$ cat src/rtl/ir_fetch_pkg.sv
// ============================================================================
// Module   : ir_fetch_pkg
// Brief    : Shared types and encodings for the instruction fetch controller.
// Revision : 1.0 - initial release
// ============================================================================
`default_nettype none

package ir_fetch_pkg;

    typedef enum logic [2:0] {
        S_IDLE  = 3'd0,
        S_CLR   = 3'd1,
        S_RD_LO = 3'd2,
        S_LD_LO = 3'd3,
        S_RD_HI = 3'd4,
        S_LD_HI = 3'd5,
        S_DONE  = 3'd6
    } state_e;

    localparam logic [1:0] FUNSEL_CLR  = 2'b00;
    localparam logic [1:0] FUNSEL_LOAD = 2'b01;
    localparam logic [1:0] FUNSEL_DEC  = 2'b10;
    localparam logic [1:0] FUNSEL_INC  = 2'b11;

    localparam logic HALF_LO = 1'b0;
    localparam logic HALF_HI = 1'b1;

endpackage

`default_nettype wire

$ cat src/rtl/ir_fetch_ctrl_pc_reg.sv
// ============================================================================
// Module   : fetch_pc_reg
// Brief    : Program counter with synchronous reset, load and increment
//            (load wins over increment; increment wraps modulo 2^ADDR_W).
// Revision : 1.0 - initial release
// ============================================================================
`default_nettype none

module fetch_pc_reg #(
    parameter int ADDR_W = 8
) (
    input  logic              clk,
    input  logic              rst,
    input  logic              load,
    input  logic [ADDR_W-1:0] load_val,
    input  logic              inc,
    output logic [ADDR_W-1:0] pc
);

    logic [ADDR_W-1:0] pc_d;
    logic [ADDR_W-1:0] pc_q;

    always_comb begin
        pc_d = pc_q;
        if (load) begin
            pc_d = load_val;
        end else if (inc) begin
            pc_d = pc_q + {{(ADDR_W-1){1'b0}}, 1'b1};
        end
    end

    always_ff @(posedge clk) begin
        if (rst) begin
            pc_q <= '0;
        end else begin
            pc_q <= pc_d;
        end
    end

    assign pc = pc_q;

endmodule

`default_nettype wire

$ cat src/rtl/ir_fetch_ctrl.sv
// ============================================================================
// Module   : ir_fetch_ctrl
// Brief    : Fetches two little-endian bytes and writes them into the 16-bit
//            instruction register. Optional clear cycle: IR_FETCH_CLR_EN.
// Revision : 1.0 - initial release
// ============================================================================
`default_nettype none

module ir_fetch_ctrl
    import ir_fetch_pkg::*;
#(
    parameter int ADDR_W = 8,
    parameter int DATA_W = 8
) (
    input  logic              clk,
    input  logic              rst,
    input  logic              run,
    input  logic              pc_load,
    input  logic [ADDR_W-1:0] pc_load_val,
    output logic              mem_rd,
    output logic [ADDR_W-1:0] mem_addr,
    input  logic              mem_valid,
    input  logic [DATA_W-1:0] mem_data,
    output logic              ir_e,
    output logic [1:0]        ir_funsel,
    output logic              ir_l_h,
    output logic [DATA_W-1:0] ir_i_half,
    output logic [ADDR_W-1:0] pc,
    output logic              busy,
    output logic              fetch_done
);

`ifdef IR_FETCH_CLR_EN
    localparam state_e START_ST = S_CLR;
`else
    localparam state_e START_ST = S_RD_LO;
`endif

    state_e            state_q, state_d;
    logic              pc_load_en;
    logic              pc_inc;
    logic              accept;

    logic              mem_rd_q,     mem_rd_d;
    logic [ADDR_W-1:0] mem_addr_q,   mem_addr_d;
    logic              ir_e_q,       ir_e_d;
    logic [1:0]        ir_funsel_q,  ir_funsel_d;
    logic              ir_l_h_q,     ir_l_h_d;
    logic [DATA_W-1:0] ir_i_half_q,  ir_i_half_d;
    logic              busy_q,       busy_d;
    logic              fetch_done_q, fetch_done_d;

    fetch_pc_reg #(
        .ADDR_W (ADDR_W)
    ) u_pc (
        .clk      (clk),
        .rst      (rst),
        .load     (pc_load_en),
        .load_val (pc_load_val),
        .inc      (pc_inc),
        .pc       (pc)
    );

    // Only a valid seen while a request is actually outstanding completes it.
    assign accept = mem_rd_q && mem_valid;

    always_comb begin
        state_d    = state_q;
        pc_load_en = 1'b0;
        pc_inc     = 1'b0;
        case (state_q)
            S_IDLE: begin
                if (pc_load) begin
                    pc_load_en = 1'b1;
                end else if (run) begin
                    state_d = START_ST;
                end
            end
            S_CLR:   state_d = S_RD_LO;
            S_RD_LO: begin
                if (accept) begin
                    pc_inc  = 1'b1;
                    state_d = S_LD_LO;
                end
            end
            S_LD_LO: state_d = S_RD_HI;
            S_RD_HI: begin
                if (accept) begin
                    pc_inc  = 1'b1;
                    state_d = S_LD_HI;
                end
            end
            S_LD_HI: state_d = S_DONE;
            S_DONE:  state_d = run ? START_ST : S_IDLE;
            default: state_d = S_IDLE;
        endcase
    end

    // Outputs are decoded from the next state so the registers line up with state_q.
    // pc never moves on a transition into a read state, so pc is the address.
    always_comb begin
        mem_rd_d     = (state_d == S_RD_LO) || (state_d == S_RD_HI);
        mem_addr_d   = mem_rd_d ? pc : mem_addr_q;
        ir_e_d       = (state_d == S_CLR) || (state_d == S_LD_LO) || (state_d == S_LD_HI);
        ir_funsel_d  = ((state_d == S_LD_LO) || (state_d == S_LD_HI)) ? FUNSEL_LOAD : FUNSEL_CLR;
        ir_l_h_d     = (state_d == S_LD_HI) ? HALF_HI : HALF_LO;
        ir_i_half_d  = accept ? mem_data : ir_i_half_q;
        busy_d       = (state_d != S_IDLE);
        fetch_done_d = (state_d == S_DONE);
    end

    always_ff @(posedge clk) begin
        if (rst) begin
            state_q      <= S_IDLE;
            mem_rd_q     <= 1'b0;
            mem_addr_q   <= '0;
            ir_e_q       <= 1'b0;
            ir_funsel_q  <= FUNSEL_CLR;
            ir_l_h_q     <= HALF_LO;
            ir_i_half_q  <= '0;
            busy_q       <= 1'b0;
            fetch_done_q <= 1'b0;
        end else begin
            state_q      <= state_d;
            mem_rd_q     <= mem_rd_d;
            mem_addr_q   <= mem_addr_d;
            ir_e_q       <= ir_e_d;
            ir_funsel_q  <= ir_funsel_d;
            ir_l_h_q     <= ir_l_h_d;
            ir_i_half_q  <= ir_i_half_d;
            busy_q       <= busy_d;
            fetch_done_q <= fetch_done_d;
        end
    end

    assign mem_rd     = mem_rd_q;
    assign mem_addr   = mem_addr_q;
    assign ir_e       = ir_e_q;
    assign ir_funsel  = ir_funsel_q;
    assign ir_l_h     = ir_l_h_q;
    assign ir_i_half  = ir_i_half_q;
    assign busy       = busy_q;
    assign fetch_done = fetch_done_q;

endmodule

`default_nettype wire

$ cat config.mk
export PLATFORM = sky130hd
export DESIGN_NAME = ir_fetch_ctrl
export DESIGN_NICKNAME = d
export VERILOG_FILES = /design/src/rtl/ir_fetch_pkg.sv /design/src/rtl/ir_fetch_ctrl_pc_reg.sv /design/src/rtl/ir_fetch_ctrl.sv
export SDC_FILE = /design/constraint.sdc
export NUM_CORES = 1
export LEC_CHECK = 0
export CAP_MARGIN = 20
export CORE_MARGIN = 5
export CORE_UTILIZATION = 48
export DETAILED_ROUTE_END_ITERATION = 10
export PLACE_DENSITY = 0.84
export RECOVER_POWER = 100
export SKIP_LAST_GASP = 1
export SLEW_MARGIN = 20
export SYNTH_ARGS = -nofsm -noshare
export SYNTH_HDL_FRONTEND = slang
export SYNTH_SLANG_ARGS = --single-unit
$ cat constraint.sdc
create_clock -name clk -period 2.7 [get_ports clk]
set_input_delay 0.675 -clock clk [delete_from_list [all_inputs] [get_ports clk]]
set_output_delay 0.675 -clock clk [all_outputs]
set_load 0.02 [all_outputs]
==> results_dict.tcl, run 1 <==
set metrics [dict create \
    pwr-share-clk_pct 29.7 \
    worstMarginPinSlew_ns 0.6712 \
    antenna_left 0 \
    yosysSeqAreaShare_pct 43.82 \
    htree_num_levels 2 \
    fp.dieW_um 66.05 \
    dpl.hpwl_um 2604 \
    drv_cap 0 \
    drt_iter0_drc 73 \
    wl_per_cell_um 13.43 \
    syn-cell-area_um2 1508 \
    rsz0062_at_grt "no" \
    diodes 0 \
    synth_warnings 0 \
    min_period_over_period_pct 82.20 \
    power.density_nw_per_um2 507.4 \
    grt_first_pass_wirelength_um 5878 \
    finalSetupViolations 0 \
    post_cts_buffers 0 \
    crit_family "buffers and inverters" \
    synth.most_common_cell "dfxtp_1" \
    worstHoldPathType "reg2reg" \
    initial_utilization_pct 49.79 \
    grt_pass1_vias 1281 \
    globalplace.congestion 0.8070 \
    p_int_uw 761.0 \
    post-route-drc-count 0 \
    clkTransAtPathRegs_ns 0.10 \
    seq_power_share_pct 51.8 \
    grt_remaining_overflow 0 \
    cts.sinks 33 \
    ir_worst_vdd_mv 0.3017 \
    cp_data_required_time_ns 2.03 \
    io_buffers 50 \
    cp.arrival_ns 1.54 \
    post-route-min-period_ns 2.220 \
    clock_skew_ns 0.01360 \
    io_pins 52 \
    vias 1282 \
    synth.avg_cell_area_um2 9.250 \
    swShare_pct 27.27 \
    clockBufferDepth 2 \
    comb_power_share_pct 18.5 \
    tns_ns 0 \
    cts.repair.resized 0 \
    synth-edff-count 0 \
    synth_top_area_share_pct 43.82 \
    p_leak_nw 0.8285 \
    slew_headroom_pct 55.25 \
    syn_nets 185 \
    p_sw_uw 285.3 \
    antenna_found_initial 0 \
    area_growth_pct 36.76 \
    crit_buf_inv 1 \
    die_area_um2 4362 \
    cts-root-buf "clkbuf_4" \
    drive_gt1_share_pct 7.075 \
    synth_cells 163 \
    hold_violations 0 \
    ys_async_sr_fraction_pct 0 \
    grt_max_degree 42 \
    slew_viol_final 0 \
    synth_top_cells_by_area "dfxtp_1 (44%), nand2b_1 (7.1%), mux2i_1 (6.6%)" \
    wirelength_um 3439 \
    core_um2 3028 \
    yosysTopAreaCell "dfxtp_1" \
    track_usage_pct 17.34 \
    slowest_delay_ns 0.73 \
    critPathLaunchType "flop" \
    fin_util_pct 68.10 \
    ys_ff_latch 33 \
    cts_buffers 5 \
    rows 20 \
    synth.distinct_cells 36 \
    worst_setup_path_end_kind "primary output" \
    dieHeight_um 66.05 \
    worstSetupPathType "reg2out" \
    avgViaCountPerCell 5.008 \
    synth_commonest_cells "dfxtp_1 (33), nand2_1 (19), nand2b_1 (17), nor2_1 (17), mux2i_1 (10)" \
    path_max_fanout 6 \
    cts_hold_buf 0 \
    synthFlopType "dfxtp_1" \
    status "finished, final reports clean" \
    cts_tree "built" \
    clock_latency_ns 0.34 \
    fmax_mhz 450.5 \
    crit_slowest_cell "dlygate4sd3_1" \
    cp_cell_sequence "dlygate4sd3_1" \
    drtPass1Iterations 4 \
    nets 233 \
]
[final timing paths]
check / start / end / cells after the start / slack [ns]
worst max-delay path: u_pc.pc[0]$_SDFFE_PP0P_ / pc[0] / 1 / 0.48
worst min-delay path: ir_i_half[6]$_SDFFE_PP0P_ / ir_i_half[6]$_SDFFE_PP0P_ / 2 / 0.45
worst max register to register: state_q[1]$_SDFF_PP0_ / u_pc.pc[7]$_SDFFE_PP0P_ / 3 / 0.81
worst min register to register: ir_i_half[6]$_SDFFE_PP0P_ / ir_i_half[6]$_SDFFE_PP0P_ / 2 / 0.45
[state kept, by name (all words and copies together), names as in the netlist]
signal and cells:
ir_l_h 1, ir_funsel 1, fetch_done 1, state_q 3, ir_i_half 8, mem_rd 1
mem_addr 8, busy 1, ir_e 1, u_pc.pc 8
[cell type report]
type | count | area (um^2)
Tap cell | 44 | 55.05
Fill cell | 264 | 965.9
Clock inverter | 1 | 5.005
Sequential cell | 33 | 660.6
Timing Repair Buffer | 53 | 516.7
Clock buffer | 7 | 65.06
Multi-Input combinational cell | 114 | 744.5
Inverter | 4 | 15.01
[placed cells by master (no fill, tap or decap), types with 2 or more instances in the layout]
cell             instances
nand2_1                 19
xnor2_1                  4
nand3_1                  3
dfxtp_1                 33
nor4b_1                  3
a2111oi_0                3
nor2_1                  17
nand4_1                  2
nor3_1                   4
nor4_1                   3
a21oi_1                  8
clkbuf_4                 5
clkbuf_8                 2
inv_1                    4
clkdlybuf4s50_1         17
mux2i_1                 10
a211oi_1                 5
a311oi_1                 2
dlygate4sd3_1           33
nand2b_1                17
[worst register-to-register path, stage by stage (launching register included)]
cell and delay [ns]:
dfxtp_1 0.65, xnor2_4 0.20, or4_4 0.57, a2111oi_0 0.37
[metal layers]
layer	wire length [um]	up-vias	GRT usage (%)
met5	0	-	0
met4	32	0	6.853
met3	319	5	5.612
met2	1611	57	30.04
met1	1475	564	19.56
li1	-	656	-
[power by group through the flow]
stage	clock network (mW)	registers, mW	logic (mW)
2_1_floorplan	0	0.574	0.0910
3_3_place_gp	0	0.552	0.202
3_5_place_dp	0	0.554	0.207
4_1_cts	0.319	0.543	0.208
5_1_grt	0.338	0.547	0.211
6_report	0.311	0.542	0.194
[stage by stage]
stage / instance area (um^2) / total power [mW] / instances / hold WS, ns / setup slack [ns]
final: 2062 / 1.046 / 256 / 0.4546 / 0.4805
after floorplan: 1508 / 0.6651 / 163 / 0.5345 / 0.9561
after CTS: 2074 / 1.070 / 256 / 0.4617 / 0.5182
after detailed placement: 2004 / 0.7603 / 248 / 0.4479 / 0.3706
after global placement: 2004 / 0.7543 / 248 / 0.4428 / 0.4070
after global routing: 2062 / 1.096 / 256 / 0.4794 / 0.4065
[kinds of logic (layout without fill, tap and decap cells)]
group | after synthesis | in the layout | synth area share [%]
other | 1 | 1 | 0.2487
AOI/OAI and AO/OA | 22 | 22 | 10.62
DFF | 33 | 33 | 43.82
xor gates and xnor gates | 5 | 5 | 4.149
muxes | 11 | 11 | 7.386
adders and majority gates | 1 | 1 | 0.8297
and+or+nand+nor | 74 | 74 | 26.56
buffers and inverters | 16 | 65 | 6.389
Power figures use the tool's default switching activity.
==> run 2: changes to the inputs <==
--- a/config.mk
+++ b/config.mk
@@ -7,9 +7,9 @@
 export LEC_CHECK = 0
 export CAP_MARGIN = 20
 export CORE_MARGIN = 5
-export CORE_UTILIZATION = 48
+export CORE_UTILIZATION = 44
 export DETAILED_ROUTE_END_ITERATION = 10
-export PLACE_DENSITY = 0.84
+export PLACE_DENSITY = 0.78
 export RECOVER_POWER = 100
 export SKIP_LAST_GASP = 1
 export SLEW_MARGIN = 20
==> constraint.sdc (replaced) <==
create_clock -name clk -period 2.2 [get_ports clk]
set_input_delay 0.55 -clock clk [delete_from_list [all_inputs] [get_ports clk]]
set_output_delay 0.55 -clock clk [all_outputs]
set_load 0.02 [all_outputs]
==> run 2 against run 1 <==
  * Setup slack worse by 0.36 ns
  * Final cell count up 2.0%
  * Highest routed layer unchanged
  * Total power up 19%
  * Critical path depth unchanged
  * Largest power group unchanged
  * Sequential share of layout area down 0.12 points
  * Die area up 7.7%
==> results_dict.tcl, run 2 (same netlist as run 1, synthesis figures left out) <==
set metrics [dict create \
    status "finished, final reports clean" \
    worstSetupPathType "reg2out" \
    crit_buf_inv 1 \
    grt_pass1_vias 1377 \
    fin_worst_hold_slack_ns 0.4536 \
    power.density_nw_per_um2 602.2 \
    hold_depth 2 \
    ir_worst_vdd_mv 0.4040 \
    post-route-min-period_ns 2.079 \
    p_leak_nw 0.8186 \
    cts.sinks 33 \
    final_common_cell "dfxtp_1" \
    cts_tree "built" \
    io_pins 52 \
    wl_per_cell_um 13.49 \
    clock_skew_ns 0.01071 \
    rsz0062_at_grt "no" \
    post_cts_buffers 0 \
    r2r_slack_ns 0.38 \
    path_max_fanout 7 \
    path_depth 1 \
    vias 1329 \
    slew_headroom_pct 54.62 \
    cts_buffers 5 \
    min_to "ir_i_half[2]$_SDFFE_PP0P_" \
    drt_iter0_drc 46 \
    hold_violations 0 \
    worstMarginPinSlew_ns 0.6807 \
    slew_viol_final 0 \
    rr_worst_depth 3 \
    avgViaCountPerCell 5.092 \
    final_cell_mix "dfxtp_1 (33), dlygate4sd3_1 (31), nand2_1 (19), clkdlybuf4s50_1 (19)" \
    multi_input_area_um2 734.5 \
    area_growth_pct 37.26 \
    cp.arrival_ns 1.53 \
    crit_slowest_cell "dlygate4sd3_1" \
    rr_startpoint "state_q[1]$_SDFF_PP0_" \
    antenna_left 0 \
    min_period_over_period_pct 94.52 \
    cp_cell_sequence "dlygate4sd3_1" \
    cts.repair.resized 0 \
    grt_remaining_overflow 0 \
    antenna_found_initial 0 \
    diodes 0 \
    cts-root-buf "clkbuf_4" \
    dieHeight_um 68.54 \
    io_buffers 50 \
    fmax_mhz 480.9 \
    post-route-drc-count 0 \
    fill_cells 322 \
    worst_setup_path_end_kind "primary output" \
    core_um2 3337 \
    tns_ns 0 \
    cp_data_required_time_ns 1.65 \
    nets 237 \
    crit_family "buffers and inverters" \
    drtPass1Iterations 4 \
    cts_hold_buf 0 \
    grt_max_degree 42 \
    globalplace.congestion 0.8507 \
    seq_area_um2 660.6 \
    reg2reg_to "u_pc.pc[7]$_SDFFE_PP0P_" \
    min_from "ir_i_half[2]$_SDFFE_PP0P_" \
    clock_latency_ns 0.33 \
    rows 21 \
    drive_gt1_share_pct 6.977 \
    die_area_um2 4697 \
    htree_num_levels 2 \
    critPathLaunchType "flop" \
    clkTransAtPathRegs_ns 0.09 \
    track_usage_pct 16.32 \
    initial_utilization_pct 45.18 \
    finalSetupViolations 0 \
    slowest_delay_ns 0.73 \
    wirelength_um 3521 \
    clockBufferDepth 2 \
    drv_cap 0 \
    worstHoldPathType "reg2reg" \
    dpl.hpwl_um 2682 \
    fp.dieW_um 68.54 \
    grt_first_pass_wirelength_um 5733 \
]
run 2: through the flow:
step	power [mW]	instance area (um^2)	instances	setup slack, ns	util, %
finish	1.246	2069	261	0.1206	62.02
global route	1.319	2069	261	0.05535	62.02
CTS	1.282	2092	261	0.1390	62.69
detailed placement	0.9380	2037	254	0.005491	61.04
global placement	0.9301	2037	254	0.09207	61.04
floorplan	0.8162	1508	163	0.5811	-
run 2: power by group:
group / switching [mW] / internal, mW
combinational: 0.119 / 0.124
sequential: 0.0349 / 0.629
clock: 0.189 / 0.151
total: 0.343 / 0.903
run 2: final cells by class:
cell class                      count  area share [%]
Multi-Input combinational cell    114           35.49
Sequential cell                    33           31.92
Timing Repair Buffer               57           26.42
Tap cell                           46           2.781
Clock buffer                        7           2.660
Inverter                            4          0.7255
run 2: worst max path at each step:
stage | to | start | slack [ns]
floorplan | mem_addr[0]$_SDFFE_PP0P_ | mem_valid | 0.58
global placement | u_pc.pc[7]$_SDFFE_PP0P_ | mem_valid | 0.09
detailed placement | mem_addr[6]$_SDFFE_PP0P_ | mem_valid | 0.005
CTS | pc[2] | u_pc.pc[2]$_SDFFE_PP0P_ | 0.14
global route | pc[3] | u_pc.pc[3]$_SDFFE_PP0P_ | 0.06
finish | pc[3] | u_pc.pc[3]$_SDFFE_PP0P_ | 0.12
run 2: metal layers:
layer  vias up  share of wire [%]  global-route usage, %
li1        667                  -                      -
met1       607                 40                  16.67
met2        46                 50                  29.20
met3         9                7.6                  6.483
met4         0                2.0                  6.948
met5         -                  0                      0
